File: config.mk
export PLATFORM = sky130hd
export DESIGN_NAME = ram_arbiter_flat
export DESIGN_NICKNAME = d
export VERILOG_FILES = /design/src/rtl/ram_arbiter_if.sv /design/src/rtl/ram_arbiter.sv /design/src/flat_wrapper.sv
export SDC_FILE = /design/constraint.sdc
export NUM_CORES = 1
export LEC_CHECK = 0
export CORE_AREA = 2 2 72 74
export DETAILED_ROUTE_END_ITERATION = 12
export DIE_AREA = 0 0 74 76
export GPL_TIMING_DRIVEN = 0
export PLACE_DENSITY = 0.74
export SLEW_MARGIN = 20
export SYNTH_ARGS = -nofsm -noshare
export SYNTH_HDL_FRONTEND = slang
export SYNTH_SLANG_ARGS = --single-unit
File: constraint.sdc
create_clock -name clk -period 2.2 [get_ports clk]
set_input_delay 0.44 -clock clk [delete_from_list [all_inputs] [get_ports clk]]
set_output_delay 0.44 -clock clk [all_outputs]
set_load 0.01 [all_outputs]
File: src/rtl/ram_arbiter_if.sv
// ram_arbiter_if: requester A/B handshake and RAM bus bundle for ram_arbiter
// Ports (signals): req_x/lock_x/rw_x/ad_x/wd_x requests, ack_x/rd_x responses
// for x in {a,b}; ram_rw/ram_ad/ram_din to the RAM, ram_dout from the RAM.
// slave modport is the arbiter view, master modport is the requester/RAM view.
interface ram_arbiter_if;
    logic        req_a, lock_a, rw_a;
    logic [15:0] ad_a;
    logic [7:0]  wd_a;
    logic        ack_a;
    logic [7:0]  rd_a;
    logic        req_b, lock_b, rw_b;
    logic [15:0] ad_b;
    logic [7:0]  wd_b;
    logic        ack_b;
    logic [7:0]  rd_b;
    logic        ram_rw;
    logic [15:0] ram_ad;
    logic [7:0]  ram_din;
    logic [7:0]  ram_dout;

    modport slave (
        input  req_a, lock_a, rw_a, ad_a, wd_a,
        output ack_a, rd_a,
        input  req_b, lock_b, rw_b, ad_b, wd_b,
        output ack_b, rd_b,
        output ram_rw, ram_ad, ram_din,
        input  ram_dout
    );

    modport master (
        output req_a, lock_a, rw_a, ad_a, wd_a,
        input  ack_a, rd_a,
        output req_b, lock_b, rw_b, ad_b, wd_b,
        input  ack_b, rd_b,
        input  ram_rw, ram_ad, ram_din,
        output ram_dout
    );
endinterface

File: src/rtl/ram_arbiter.sv
// ram_arbiter: two-port (A = CPU, B = DMA) arbiter/sequencer for a single-port sync RAM
// Ports: clk, rst_n (async active-low), bus (ram_arbiter_if.slave: requests,
// acks/read data, RAM rw/ad/din outputs and registered ram_dout input).
// Each access runs IDLE -> ACCESS -> DONE; ack_x pulses in DONE with rd_x = ram_dout.
// Optional macro ARB_ROUND_ROBIN_EN: ties go to the requester not granted last
// (otherwise A always wins a tie). Lock behaviour is identical in both builds.
module ram_arbiter #(
    parameter int unsigned MAX_LOCK = 4
) (
    input logic         clk,
    input logic         rst_n,
    ram_arbiter_if.slave bus
);
    localparam logic [3:0] MAX_L = 4'(MAX_LOCK);

    typedef enum logic [1:0] {IDLE, ACCESS, DONE} state_t;

    state_t      state, state_n;
    logic        own_a, own_b, own_a_n, own_b_n;
    logic        lock_q, lock_q_n;
    logic [3:0]  cnt, cnt_n;
    logic        ram_rw_q, ram_rw_n;
    logic [15:0] ram_ad_q, ram_ad_n;
    logic [7:0]  ram_din_q, ram_din_n;
    logic        ack_a, ack_b, ack_a_n, ack_b_n;
    logic        req_own, relock, frel, tie_b, win_b;

`ifdef ARB_ROUND_ROBIN_EN
    logic last_b, last_b_n;
    assign tie_b = ~last_b;
`else
    assign tie_b = 1'b0;
`endif

    assign req_own = (own_a & bus.req_a) | (own_b & bus.req_b);
    assign relock  = lock_q & req_own & (cnt < MAX_L);
    // Lock limit reached: the owner yields to the other side if it is waiting.
    assign frel    = lock_q & req_own & ~relock;
    assign win_b   = relock ? own_b :
                     frel   ? (own_b ? ~bus.req_a : bus.req_b) :
                              bus.req_b & (~bus.req_a | tie_b);

    always_comb begin
        state_n   = state;
        own_a_n   = own_a;
        own_b_n   = own_b;
        lock_q_n  = lock_q;
        cnt_n     = cnt;
        ram_rw_n  = ram_rw_q;
        ram_ad_n  = ram_ad_q;
        ram_din_n = ram_din_q;
        ack_a_n   = 1'b0;
        ack_b_n   = 1'b0;
`ifdef ARB_ROUND_ROBIN_EN
        last_b_n  = last_b;
`endif
        case (state)
            IDLE: begin
                lock_q_n = 1'b0;
                cnt_n    = relock ? cnt + 4'd1 : 4'd0;
                if (bus.req_a | bus.req_b) begin
                    state_n   = ACCESS;
                    own_a_n   = ~win_b;
                    own_b_n   = win_b;
                    ram_rw_n  = win_b ? bus.rw_b : bus.rw_a;
                    ram_ad_n  = win_b ? bus.ad_b : bus.ad_a;
                    ram_din_n = win_b ? bus.wd_b : bus.wd_a;
`ifdef ARB_ROUND_ROBIN_EN
                    last_b_n  = win_b;
`endif
                end
            end
            ACCESS: begin
                // RAM commits at this edge; drop RW so no second write happens.
                ram_rw_n = 1'b1;
                ack_a_n  = own_a;
                ack_b_n  = own_b;
                state_n  = DONE;
            end
            DONE: begin
                lock_q_n = own_b ? bus.lock_b : bus.lock_a;
                state_n  = IDLE;
            end
            default: state_n = IDLE;
        endcase
    end

    always_ff @(posedge clk or negedge rst_n) begin
        if (!rst_n) begin
            state     <= IDLE;
            own_a     <= 1'b0;
            own_b     <= 1'b0;
            lock_q    <= 1'b0;
            cnt       <= 4'd0;
            ram_rw_q  <= 1'b1;
            ram_ad_q  <= 16'd0;
            ram_din_q <= 8'd0;
            ack_a     <= 1'b0;
            ack_b     <= 1'b0;
`ifdef ARB_ROUND_ROBIN_EN
            last_b    <= 1'b1;
`endif
        end else begin
            state     <= state_n;
            own_a     <= own_a_n;
            own_b     <= own_b_n;
            lock_q    <= lock_q_n;
            cnt       <= cnt_n;
            ram_rw_q  <= ram_rw_n;
            ram_ad_q  <= ram_ad_n;
            ram_din_q <= ram_din_n;
            ack_a     <= ack_a_n;
            ack_b     <= ack_b_n;
`ifdef ARB_ROUND_ROBIN_EN
            last_b    <= last_b_n;
`endif
        end
    end

    assign bus.ram_rw  = ram_rw_q;
    assign bus.ram_ad  = ram_ad_q;
    assign bus.ram_din = ram_din_q;
    assign bus.ack_a   = ack_a;
    assign bus.ack_b   = ack_b;
    assign bus.rd_a    = ack_a ? bus.ram_dout : 8'd0;
    assign bus.rd_b    = ack_b ? bus.ram_dout : 8'd0;
endmodule

File: src/flat_wrapper.sv
// flat-port wrapper written by rule: the top's interface ports become plain ports
module ram_arbiter_flat 
#(
    parameter int unsigned MAX_LOCK = 4
)
  (clk, rst_n, bus_req_a, bus_lock_a, bus_rw_a, bus_ad_a, bus_wd_a, bus_ack_a, bus_rd_a, bus_req_b, bus_lock_b, bus_rw_b, bus_ad_b, bus_wd_b, bus_ack_b, bus_rd_b, bus_ram_rw, bus_ram_ad, bus_ram_din, bus_ram_dout);
  ram_arbiter_if bus_i ();
  input logic clk;
  input logic rst_n;
  input wire logic [$bits(bus_i.req_a)-1:0] bus_req_a;
  input wire logic [$bits(bus_i.lock_a)-1:0] bus_lock_a;
  input wire logic [$bits(bus_i.rw_a)-1:0] bus_rw_a;
  input wire logic [$bits(bus_i.ad_a)-1:0] bus_ad_a;
  input wire logic [$bits(bus_i.wd_a)-1:0] bus_wd_a;
  output wire logic [$bits(bus_i.ack_a)-1:0] bus_ack_a;
  output wire logic [$bits(bus_i.rd_a)-1:0] bus_rd_a;
  input wire logic [$bits(bus_i.req_b)-1:0] bus_req_b;
  input wire logic [$bits(bus_i.lock_b)-1:0] bus_lock_b;
  input wire logic [$bits(bus_i.rw_b)-1:0] bus_rw_b;
  input wire logic [$bits(bus_i.ad_b)-1:0] bus_ad_b;
  input wire logic [$bits(bus_i.wd_b)-1:0] bus_wd_b;
  output wire logic [$bits(bus_i.ack_b)-1:0] bus_ack_b;
  output wire logic [$bits(bus_i.rd_b)-1:0] bus_rd_b;
  output wire logic [$bits(bus_i.ram_rw)-1:0] bus_ram_rw;
  output wire logic [$bits(bus_i.ram_ad)-1:0] bus_ram_ad;
  output wire logic [$bits(bus_i.ram_din)-1:0] bus_ram_din;
  input wire logic [$bits(bus_i.ram_dout)-1:0] bus_ram_dout;
  assign bus_i.req_a = bus_req_a;
  assign bus_i.lock_a = bus_lock_a;
  assign bus_i.rw_a = bus_rw_a;
  assign bus_i.ad_a = bus_ad_a;
  assign bus_i.wd_a = bus_wd_a;
  assign bus_ack_a = bus_i.ack_a;
  assign bus_rd_a = bus_i.rd_a;
  assign bus_i.req_b = bus_req_b;
  assign bus_i.lock_b = bus_lock_b;
  assign bus_i.rw_b = bus_rw_b;
  assign bus_i.ad_b = bus_ad_b;
  assign bus_i.wd_b = bus_wd_b;
  assign bus_ack_b = bus_i.ack_b;
  assign bus_rd_b = bus_i.rd_b;
  assign bus_ram_rw = bus_i.ram_rw;
  assign bus_ram_ad = bus_i.ram_ad;
  assign bus_ram_din = bus_i.ram_din;
  assign bus_i.ram_dout = bus_ram_dout;
  ram_arbiter #(.MAX_LOCK(MAX_LOCK)) u_core (.clk(clk), .rst_n(rst_n), .bus(bus_i));
endmodule
==> summary.md <==
| Metric | Value |
|---|---|
| Status | `complete, no violations` |
| Worst-Skew Late Latency | `between 0.2 and 0.3 ns` |
| # Max-Cap Violations | `0` |
| Maximum number of pins on one net before global-route repair | `26` |
| Commonest non-fill, non-tap cell in the layout | `clkdlybuf4s50_1` |
| Vias in the first global route | `1,574` |
| R2R setup slack | `0.33 ns` |
| Reg clk slew, reported paths | `0.07 ns` |
| Diode count | `0` |
| Cell Rows | `26` |
| Initial antenna violation count | `0` |
| Vias | `between 1.5k and 2k` |
| CTS sink count | `36` |
| Post-Place Worst Slack | `-0.318 ns` |
| DR iter-0 viols | `100` |
| Grt ovf | `0` |
| Pre-antenna DRT Iters | `4` |
| Max-slew violations | `0` |
| Cells after synthesis | `roughly 140` |
| CP Max Fanout | `10` |
| Yosys reg bits | `36` |
| WL final | `approximately 4.5 mm` |
| First-pass GRT wire length | `7.30 mm` |
| Worst setup margin | `approximately 0.15 ns` |
| Tot GR Track Use | `0.167` |
| Setup Total Neg Slack | `0 ns` |
| RSZ-0062 raised after global routing | `no` |
| Nets@finish | `320` |
| Area growth, synth to finish | `73.3%` |
| Initial Utilization | `0.345` |
| Full die area | `5620 um^2` |
| Root Driver | `clkbuf_8` |
| Hold buffers post-CTS | `0` |
| Core Area | `4910 um^2` |
| Post-synthesis net count | `around 210` |
| Post-synthesis cell type count | `25` |
| Hpwl dp | `approximately 3.3 mm` |
| H-tree levels | `2` |
| CTS tree | `built` |
| Final critical-path share of the clock period | `0.933` |
| CP Data Required Time | `2.43 ns` |
| Die Y | `76 um` |
| Clock skew | `0.00397 ns` |
| Synthesized area per cell | `12.0 um^2` |
| Synth warn | `0` |
| Clk buf depth | `2` |
| Crit Path Category | `in -> reg` |
| GPL Wtd Cong | `0.777` |
| Synth Cell Area | `1690 um^2` |
| Most frequent cells in the layout | `clkdlybuf4s50_1, and2_1, dfrtp_1, a221o_1, nor2_1` |
| Final hold violation count | `0` |
| CP Cell Sequence | `clkdlybuf4s50_1, nor2b_1, mux2_2, a211oi_4, buf_6, a221o_1` |
| Seq/Total Area, Yosys | `0.532` |
| Lkg Pwr | `between 1 and 1.5 nW` |
| Layout cells sized above 1 | `0.0980` |
| Io pins | `107` |
| Final Critical Period | `~2 ns` |
| CTS Buf Count | `5` |
| Fmax | `between 0.4 and 0.5 GHz` |
| Tightest Pin Transition | `approximately 0.55 ns` |
| Type of the most critical hold path | `in -> async` |
| Worst relative slew slack | `0.631` |
| CP arrival | `2.28 ns` |
| VDD IR-drop max | `approximately 0.66 mV` |
| Power Dens Cells | `1150 nW/um^2` |
| Final setup vio count | `0` |
| Routed Antenna Nets | `0` |
| Chip width | `74 um` |
| Drt wl/cell | `13.9 um` |
| Crit end category | `flop` |
| Largest stage delay, worst path | `0.50 ns` |
| Vias per cell | `4.69` |
| # DRC | `0` |
| Critical path launch point type | `primary input` |
| Critical-path top delay cell | `a211oi_4` |
| Port bufs | `106` |
area by class of cell:
cell class,instances,area (um^2)
fill,410,1980
timing repair buffer,107,1080
sequential,36,902
multi-input combinational,95,724
tap,70,87.6
clock buffer,6,72.6
buffer,6,52.6
inverter,4,15.0
clock inverter,1,5.00
layer usage:
| metal | share of wire | GRT usage | vias to the layer above |
|---|---|---|---|
| li1 | - | - | 741 |
| met2 | 0.45 | 0.263 | 79 |
| met3 | 0.098 | 0.0529 | 6 |
| met1 | 0.44 | 0.220 | 698 |
| met5 | 0 | 0 | - |
| met4 | 0.013 | 0.0491 | 0 |
critical path: cells and delay by family:
kind	cells	cell delay (ns)
multiplexers	1	0.29
AO/OA/AOI/OAI	2	0.66
AND/OR/NAND/NOR	1	0.17
buffers and inverters	2	0.71
report_power, final:
group / total (W) / internal [W] / switching, W
clock network: 0.000451 / 0.000215 / 0.000236
logic: 0.00178 / 0.00107 / 0.000705
registers: 0.00114 / 0.000961 / 0.000184
what timing repair did:
| action | 4_1_cts | 5_1_grt |
|---|---|---|
| resized for setup | 1 | 0 |
| setup endpoints to repair | 6 | 0 |
| setup buffers | 0 | 0 |
synth_stat cells:
| library cell | n | area [um^2] |
|---|---|---|
| dfstp_2 | 1 | 26.3 |
| and4_1 | 1 | 8.76 |
| ha_1 | 1 | 12.5 |
| and2_2 | 1 | 7.51 |
| mux2_2 | 3 | 33.8 |
| and3_1 | 1 | 6.26 |
| or2_0 | 1 | 6.26 |
| nor2b_1 | 2 | 12.5 |
| a221oi_1 | 1 | 8.76 |
| a211oi_4 | 1 | 20.0 |
| clkbuf_1 | 2 | 7.51 |
| a21o_1 | 1 | 7.51 |
| o21ai_0 | 2 | 10.0 |
| a32o_2 | 1 | 11.3 |
| and2_4 | 1 | 8.76 |
| dfrtp_1 | 35 | 876 |
| a22o_1 | 3 | 26.3 |
| a221o_1 | 19 | 190 |
| buf_6 | 4 | 45.0 |
| inv_1 | 4 | 15.0 |
| nor2_1 | 6 | 22.5 |
| nor3_1 | 1 | 5.00 |
| and2_1 | 42 | 263 |
| a221o_2 | 5 | 56.3 |
| nand2_1 | 2 | 7.51 |
through the flow:
step	util	hold slack, ns	cells	total power (W)	cell area [um^2]
floorplan	-	0.144	141	0.00203	1690
global placement	0.579	0.470	317	0.00292	2840
detailed placement	0.582	0.347	318	0.00295	2860
CTS	0.598	0.0346	325	0.00341	2940
global route	0.598	0.0407	325	0.00360	2940
finish	0.598	0.0218	325	0.00337	2940
sequential cells by signal (all words and copies together), names as in the netlist:
register,count
u_core.bus.ram_din,8
u_core.bus.ack_a,1
u_core.bus.ack_b,1
u_core.bus.ram_rw,1
u_core.lock_q,1
u_core.cnt,4
u_core.own_b,1
u_core.own_a,1
u_core.state,2
u_core.bus.ram_ad,16
final timing paths:
path                       depth (start not counted)                      start                           endpoint
min in group clk                                   1  u_core.cnt[3]$_DFFE_PN0P_          u_core.cnt[3]$_DFFE_PN0P_
hold / removal                                     1                      rst_n   u_core.bus.ram_ad[5]$_DFFE_PN0P_
hold reg to reg                                    1  u_core.cnt[3]$_DFFE_PN0P_          u_core.cnt[3]$_DFFE_PN0P_
max in group asynchronous                          2                      rst_n           u_core.own_a$_DFFE_PN0P_
setup / recovery                                   6                  bus_req_b  u_core.bus.ram_din[0]$_DFFE_PN0P_
setup reg to reg                                   5  u_core.cnt[2]$_DFFE_PN0P_  u_core.bus.ram_din[0]$_DFFE_PN0P_
kinds of logic (layout without fill, tap and decap cells):
family	count (synthesis)	after routing	synth area share
and+or+nand+nor	58	58	0.205
buffers and inverters	10	124	0.0399
muxes	3	3	0.0199
DFF	36	36	0.532
AOI/OAI and AO/OA	33	33	0.195
adders and majority gates	1	1	0.00738
Note: power is estimated with default switching activity, not from simulation.
